==> config.mk <==
export PLATFORM = sky130hd
export DESIGN_NAME = getir_hizalayici
export DESIGN_NICKNAME = d
export VERILOG_FILES = /design/src/rtl/getir_hizalayici.sv
export SDC_FILE = /design/constraint.sdc
export NUM_CORES = 1
export LEC_CHECK = 0
export CORE_MARGIN = 4
export CORE_UTILIZATION = 40
export CTS_CLUSTER_DIAMETER = 150
export DETAILED_ROUTE_END_ITERATION = 8
export PLACE_DENSITY = 0.68
export SLEW_MARGIN = 20
export SYNTH_ARGS = -nofsm -noshare
export SYNTH_HDL_FRONTEND = slang
export SYNTH_SLANG_ARGS = --single-unit
==> constraint.sdc <==
create_clock -name clk_g -period 7.1 [get_ports clk_g]
set_input_delay 1.42 -clock clk_g [delete_from_list [all_inputs] [get_ports clk_g]]
set_output_delay 1.42 -clock clk_g [all_outputs]
set_load 0.005 [all_outputs]
==> src/rtl/getir_hizalayici.sv <==
// Fetch-2 realignment and predecode: packs memory words into a parcel buffer and emits aligned instructions.
// Define COMPRESSED_EN to enable 16-bit (C-extension) realignment and predecode; otherwise every word is one 32-bit instruction.
module getir_hizalayici #(
  parameter logic [31:0] RESET_ADRES = 32'h0000_0000
) (
  input  logic        clk_g,
  input  logic        rst_g,
  input  logic        i_bellek_gecerli,
  input  logic [31:0] i_bellek_adres,
  input  logic [31:0] i_bellek_veri,
  output logic        o_bellek_hazir,
  input  logic        i_yonlendir,
  input  logic [31:0] i_yonlendir_adres,
  output logic        o_gecerli,
  input  logic        i_hazir,
  output logic [31:0] o_buyruk,
  output logic [31:0] o_buyruk_adresi,
  output logic        o_is_branch,
  output logic        o_is_jal,
  output logic        o_is_jalr,
  output logic        o_is_jr,
  output logic        o_is_j,
  output logic        o_is_comp
);

`ifdef COMPRESSED_EN
  localparam int NP = 3;
`else
  localparam int NP = 2;
`endif
  localparam int W = 16 * NP;

  logic [W-1:0] r_tampon;
  logic [1:0]   r_sayac;
  logic [31:0]  r_bas_adres;
  logic [31:0]  r_beklenen;
  logic         r_yarim_atla;

  logic [15:0]  w_p0;
  logic [15:0]  w_p1;
  logic         w_bas_comp;
  logic         w_bas_tam;
  logic         w_yukle;
  logic         w_ekle;
  logic [1:0]   w_pop;
  logic [1:0]   w_kalan;
  logic [1:0]   w_ek_say;
  logic [1:0]   w_yeni_sayac;
  logic [31:0]  w_ek_veri;
  logic [31:0]  w_ek_adres;
  logic [W-1:0] w_yeni_tampon;
  logic [31:0]  w_buyruk;
  logic [5:0]   w_bayrak;
  logic         w_unused;

  assign w_p0     = r_tampon[15:0];
  assign w_p1     = r_tampon[31:16];
  assign w_unused = ^i_yonlendir_adres[1:0];

`ifdef COMPRESSED_EN
  assign o_bellek_hazir = (r_sayac <= 2'd1);
  assign w_bas_comp     = (w_p0[1:0] != 2'b11);
`else
  assign o_bellek_hazir = (r_sayac == 2'd0);
  assign w_bas_comp     = 1'b0;
`endif

  assign w_bas_tam = w_bas_comp ? (r_sayac >= 2'd1) : (r_sayac >= 2'd2);
  assign w_yukle   = (!o_gecerli || i_hazir) && w_bas_tam;
  assign w_pop     = w_yukle ? (w_bas_comp ? 2'd1 : 2'd2) : 2'd0;
  assign w_ekle    = i_bellek_gecerli && o_bellek_hazir && (i_bellek_adres == r_beklenen);
  assign w_kalan   = r_sayac - w_pop;

  // Pop the emitted parcels first, then append the new word behind whatever remains.
  always_comb begin
    w_ek_veri  = i_bellek_veri;
    w_ek_say   = 2'd2;
    w_ek_adres = i_bellek_adres;
    if (r_yarim_atla) begin
      w_ek_veri  = {16'h0000, i_bellek_veri[31:16]};
      w_ek_say   = 2'd1;
      w_ek_adres = i_bellek_adres + 32'd2;
    end
    w_yeni_tampon = r_tampon >> {w_pop, 4'b0000};
    w_yeni_sayac  = w_kalan;
    if (w_ekle) begin
      w_yeni_tampon = w_yeni_tampon | (W'(w_ek_veri) << {w_kalan, 4'b0000});
      w_yeni_sayac  = w_kalan + w_ek_say;
    end
  end

  // Flag order: {branch, jal, jalr, jr, j, comp}
  always_comb begin
    w_bayrak = 6'b000000;
    w_buyruk = {w_p1, w_p0};
    if (w_bas_comp) begin
      w_buyruk    = {16'h0000, w_p0};
      w_bayrak[0] = 1'b1;
`ifdef COMPRESSED_EN
      if (w_p0[1:0] == 2'b01) begin
        case (w_p0[15:13])
          3'b101:        w_bayrak[1] = 1'b1;
          3'b001:        w_bayrak[4] = 1'b1;
          3'b110, 3'b111: w_bayrak[5] = 1'b1;
          default: ;
        endcase
      end
      if (w_p0[1:0] == 2'b10 && w_p0[6:2] == 5'd0 && w_p0[11:7] != 5'd0) begin
        if (w_p0[15:12] == 4'b1000) w_bayrak[2] = 1'b1;
        if (w_p0[15:12] == 4'b1001) w_bayrak[3] = 1'b1;
      end
`endif
    end else begin
      case (w_p0[6:0])
        7'b1100011: w_bayrak[5] = 1'b1;
        7'b1101111: w_bayrak[4] = 1'b1;
        7'b1100111: w_bayrak[3] = 1'b1;
        default: ;
      endcase
    end
  end

  always_ff @(posedge clk_g or negedge rst_g) begin
    if (!rst_g) begin
      r_tampon        <= '0;
      r_sayac         <= 2'd0;
      r_bas_adres     <= RESET_ADRES;
      r_beklenen      <= RESET_ADRES;
      r_yarim_atla    <= 1'b0;
      o_gecerli       <= 1'b0;
      o_buyruk        <= 32'd0;
      o_buyruk_adresi <= 32'd0;
      {o_is_branch, o_is_jal, o_is_jalr, o_is_jr, o_is_j, o_is_comp} <= 6'b000000;
    end else if (i_yonlendir) begin
      // Clearing the buffer keeps unused parcel slots zero so appends can simply OR in.
      r_tampon   <= '0;
      r_sayac    <= 2'd0;
      r_beklenen <= {i_yonlendir_adres[31:2], 2'b00};
`ifdef COMPRESSED_EN
      r_yarim_atla <= i_yonlendir_adres[1];
`else
      r_yarim_atla <= 1'b0;
`endif
      o_gecerli <= 1'b0;
      {o_is_branch, o_is_jal, o_is_jalr, o_is_jr, o_is_j, o_is_comp} <= 6'b000000;
    end else begin
      r_tampon <= w_yeni_tampon;
      r_sayac  <= w_yeni_sayac;
      if (w_ekle) begin
        r_beklenen   <= r_beklenen + 32'd4;
        r_yarim_atla <= 1'b0;
      end
      if (w_ekle && w_kalan == 2'd0) r_bas_adres <= w_ek_adres;
      else                           r_bas_adres <= r_bas_adres + {29'd0, w_pop, 1'b0};
      if (w_yukle) begin
        o_gecerli       <= 1'b1;
        o_buyruk        <= w_buyruk;
        o_buyruk_adresi <= r_bas_adres;
        {o_is_branch, o_is_jal, o_is_jalr, o_is_jr, o_is_j, o_is_comp} <= w_bayrak;
      end else if (!o_gecerli || i_hazir) begin
        o_gecerli <= 1'b0;
      end
    end
  end

endmodule

==> results by stage <==
Timing:
- The upper clock frequency limit is 0.186 GHz.
- The total count of max-transition violations in the final report is 0.
- In the final timing run, aggregate negative setup slack is 0 ns.
- The worst clock skew on the final layout is slightly above 0.008 ns.
- The share of the clock period used by the worst path after layout is 75.7%.
- Headroom to the max-slew limit came out at 34.5%.
- The final hold violation count is 0.
- The post-layout minimum cycle time is 5.37 ns.
- The number of endpoints failing setup at the final stage is 0.
- Setup repair after global routing left no endpoint under its margin.
- Final hold analysis gives a worst-case slack of 0.484 ns.
- At the pin with the least slew margin, the transition time is 0.982 ns.

Power:
- Net switching is roughly 26% of the power.
- The internal portion of the total power is roughly 0.0016 W.
- The leakage power is between 4 and 5 nW.
- The sum of internal, switching and leakage power is 0.00209 W.
- The worst supply voltage drop on vdd is around 0.15 mV.
- The reported net switching power is 0.000537 W.
- Of the total power, the clock network draws 43.4%.
- The part of the total power dissipated in sequential elements is 47.4%.
- The power density over the cells is ~200 nW/um^2.
- Combinational logic is responsible for 9.2% of the overall power.

Layout:
- The layout overhead on the synthesized area is 30.1%.
- Of the cells placed in the final design, the portion with a size suffix greater than 1 is 13.3%.
- Leaving out fill and tap cells, the most frequent cell in the layout is sky130_fd_sc_hd__clkdlybuf4s50_1.
- The share of the core filled with cells is 52.9%.
- The layout has 1824 filler cells.
- The number of diodes is 0.
- The area taken by flip-flops and latches is 4080 sq um.
- The final standard cell area without fillers is 10700 sq um.
- The library cells used most frequently in the layout, excluding fill and tap cells, are sky130_fd_sc_hd__clkdlybuf4s50_1 (165), sky130_fd_sc_hd__dfrtp_1 (163), sky130_fd_sc_hd__mux2_2 (64).
- In the final layout, the multi-input gates occupy approximately 3900 sq um.
- The net count of the finished layout is 1036.

Logic synthesis:
- sky130_fd_sc_hd__dfrtp_1 takes more of the synthesized area than any other cell.
- Of all flip-flops after synthesis, the portion carrying an async set or reset was 100%.
- The most used flip-flop cell after synthesis is sky130_fd_sc_hd__dfrtp_1.
- The number of warnings printed during yosys synthesis is 0.
- Counting flops and latches in the post-synthesis netlist gives 163.
- The average instance in the mapped netlist occupies 10.4 sq um.
- Yosys attributes the largest share of cell area to sky130_fd_sc_hd__dfrtp_1 (50%), sky130_fd_sc_hd__mux2_2 (8.8%), sky130_fd_sc_hd__a22o_1 (3.8%), sky130_fd_sc_hd__xor2_1 (3.2%), sky130_fd_sc_hd__nand4_1 (2.7%).
- The share of synthesized area occupied by flip-flops and latches is 49.6%.
- The synthesized cell area is 8230 sq um.
- The area share of the largest cell type after synthesis is 49.6%.
- Counting distinct cell types in the post-synthesis netlist gives 54.
- The number of standard cells after synthesis is 790.
- In this run, synthesis inferred 0 flip-flops with an integrated enable.

Detailed routing:
- In the final routed layout, each cell accounts on average for 19.2 um.
- The remaining routing DRC violations is 0.
- Wires add up to 23300 um.
- The first detailed-routing pass ran for 5 iterations.
- The total via count in the routed design is 7069.
- The via-per-instance ratio is 5.83.
- The violation count after the first detailed-route iteration is 792.
- The count of antenna-violating nets left after detailed routing is 0.

Die:
- The floorplan core area is between 20000 and 25000 sq um.
- For this configuration, the core starts out at a cell density of 40.7%.
- The die covers ~23000 sq um.
- The vertical die dimension is 151 um.
- The count of standard-cell rows is 52.
- The die is ~150 um wide.
- The count of pins on the block boundary is 173.

Critical path:
- The worst setup path is captured at a flop.
- The worst register-to-register path has a depth of 12.
- The setup check on the worst reg-to-reg path leaves a slack of 2.79 ns.
- The reg-to-reg critical path endpoint is r_bas_adres[31].
- The start of the worst register-to-register path is r_beklenen[5].
- The data required time at the worst endpoint is around 7.5 ns.
- The launching instance or port of the critical path is i_bellek_adres[24].
- The setup path with the least slack is of type in2reg.
- STA classifies the critical path startpoint as an input pin.
- STA puts the critical path data arrival time at 5.73 ns.
- In this run the worst path has a maximum fanout of 50.

Clocking:
- The TritonCTS clock tree is done.
- The clock-pin slew reported for the worst setup and hold paths after clock tree synthesis is 0.06 ns.
- The clock latency at the later pin of the worst-skew pair is 0.42 ns.
- The clock root buffer master is sky130_fd_sc_hd__clkbuf_16.
- The number of buffers added for setup after CTS is 0.
- After clock tree synthesis, the flow added hold-fix buffers numbering 0.
- Once the clock tree was built, the resizer swapped 0 gates to a different size.
- The clock tree synthesis step divided the H-tree into 4 levels.
- For this design, the sink count on the clock tree is between 150 and 200.
- Counting the buffers created by CTS gives 17.
- The number of buffers on the longest clock path is 2.

Place:
- The total of buffers placed on input and output ports is 167.
- The estimated wirelength of the detail-placed design is 16100 um.
- The last weighted congestion value of the routability-driven placer is 0.892.
- After detailed placement, the total cell area comes to 10100 sq um.

Min path:
- The hold-critical path endpoint is o_buyruk_adresi[27].
- In this run the most critical hold path is launched from o_buyruk_adresi[27].
- The worst hold path belongs to the class reg2reg.
- The number of cells traversed by the worst hold path is 2.

Global route:
- The number of global-route vias before repair is 6368.
- The pin count of the biggest net entering global routing is 90.
- The global-route congestion overflow total is 0.
- The global routing usage summed across all routing layers is 20.3%.
- The number of antenna violations at the first check in global routing is 0.
- The first global-routing pass estimated 35900 um of wire.

Outcome:
- The flow ran to the end, and the final reports show no timing, DRC or antenna violations.

Run:
- Max-cap violations in this run came to 0.
[power groups by stage]
| stage | combinational [W] | clock [W] | sequential, W |
|---|---|---|---|
| global placement | 0.000190 | 0 | 0.00101 |
| detailed placement | 0.000192 | 0 | 0.00101 |
| CTS | 0.000194 | 0.000927 | 0.000989 |
| global route | 0.000212 | 0.000972 | 0.000994 |
| floorplan | 0.0000905 | 0 | 0.000991 |
| finish | 0.000192 | 0.000906 | 0.000991 |
[layer usage]
metal  track usage, %  vias to the layer above  routed length [um]
li1                 -                     3294                   -
met1             29.8                     3473               10400
met2             31.3                      275               11100
met3             3.32                       27                1500
met4             5.26                        0                 310
met5                0                        -                   0
[critical path, cell delays in order]
cell and delay (ns):
sky130_fd_sc_hd__clkdlybuf4s50_1 0.50, sky130_fd_sc_hd__xor2_1 0.22, sky130_fd_sc_hd__nor4_1 0.60, sky130_fd_sc_hd__nand4_1 0.17, sky130_fd_sc_hd__buf_4 0.30, sky130_fd_sc_hd__nor3_1 0.32
sky130_fd_sc_hd__ha_1 0.19, sky130_fd_sc_hd__buf_4 0.38, sky130_fd_sc_hd__inv_1 0.55, sky130_fd_sc_hd__nor2_1 0.60, sky130_fd_sc_hd__a22oi_1 0.16, sky130_fd_sc_hd__o21ai_0 0.12
sky130_fd_sc_hd__mux2_2 0.18
[cells in the mapped netlist, types with 7 or more instances]
library cell / number
sky130_fd_sc_hd__a21oi_1: 18
sky130_fd_sc_hd__a22o_1: 36
sky130_fd_sc_hd__a22oi_1: 11
sky130_fd_sc_hd__a31oi_1: 24
sky130_fd_sc_hd__and3_1: 8
sky130_fd_sc_hd__buf_1: 9
sky130_fd_sc_hd__clkbuf_1: 46
sky130_fd_sc_hd__dfrtp_1: 163
sky130_fd_sc_hd__inv_1: 7
sky130_fd_sc_hd__mux2_2: 64
sky130_fd_sc_hd__nand2_1: 41
sky130_fd_sc_hd__nand3_1: 38
sky130_fd_sc_hd__nand4_1: 35
sky130_fd_sc_hd__nor2_1: 53
sky130_fd_sc_hd__nor3_1: 14
sky130_fd_sc_hd__nor4_1: 21
sky130_fd_sc_hd__o21ai_0: 34
sky130_fd_sc_hd__o31a_1: 8
sky130_fd_sc_hd__o31ai_1: 19
sky130_fd_sc_hd__or4_1: 26
sky130_fd_sc_hd__xor2_1: 30
[stage by stage]
stage | instances | setup WS, ns
floorplan | 792 | 2.84
detailed placement | 1180 | 1.40
global placement | 1180 | 1.49
global route | 1212 | 1.37
finish | 1212 | 1.73
CTS | 1212 | 1.83
[sequential cells by signal, indices dropped and copies added, names as in the netlist]
name / flops
o_is_jal: 1
o_gecerli: 1
r_tampon: 32
r_sayac: 1
o_buyruk_adresi: 32
r_beklenen: 30
o_buyruk: 32
r_bas_adres: 32
o_is_branch: 1
o_is_jalr: 1
[how the worst max path moves through the flow]
stage | to | slack [ns] | cells past startpoint
2_1_floorplan | r_bas_adres[11] | 2.84 | 14
3_3_place_gp | r_bas_adres[30] | 1.49 | 12
3_5_place_dp | r_bas_adres[31] | 1.40 | 13
4_1_cts | r_bas_adres[31] | 1.83 | 13
5_1_grt | r_bas_adres[31] | 1.37 | 13
6_report | r_bas_adres[31] | 1.73 | 13
[kinds of logic after synthesis]
| group | count (synthesis) | synth area share, % |
|---|---|---|
| buffers and inverters | 67 | 3.22 |
| multiplexers | 68 | 9.25 |
| AO/OA/AOI/OAI | 179 | 15.4 |
| AND/OR/NAND/NOR | 276 | 18.4 |
| XOR/XNOR | 30 | 3.19 |
| flip-flops | 163 | 49.6 |
| adder cells (fa/ha/maj) | 6 | 0.912 |
| other | 1 | 0.0456 |
[layout make-up]
| cell class | instances | share of cell area (%) |
|---|---|---|
| well taps | 270 | 3.16 |
| multi-input cells | 562 | 36.7 |
| inverters | 7 | 0.246 |
| flip-flops and latches | 163 | 38.1 |
| clock inverters | 13 | 1.16 |
| repair buffers | 178 | 16.4 |
| clock buffers | 19 | 4.23 |
No activity file was read; power rests on OpenSTA's default activity.
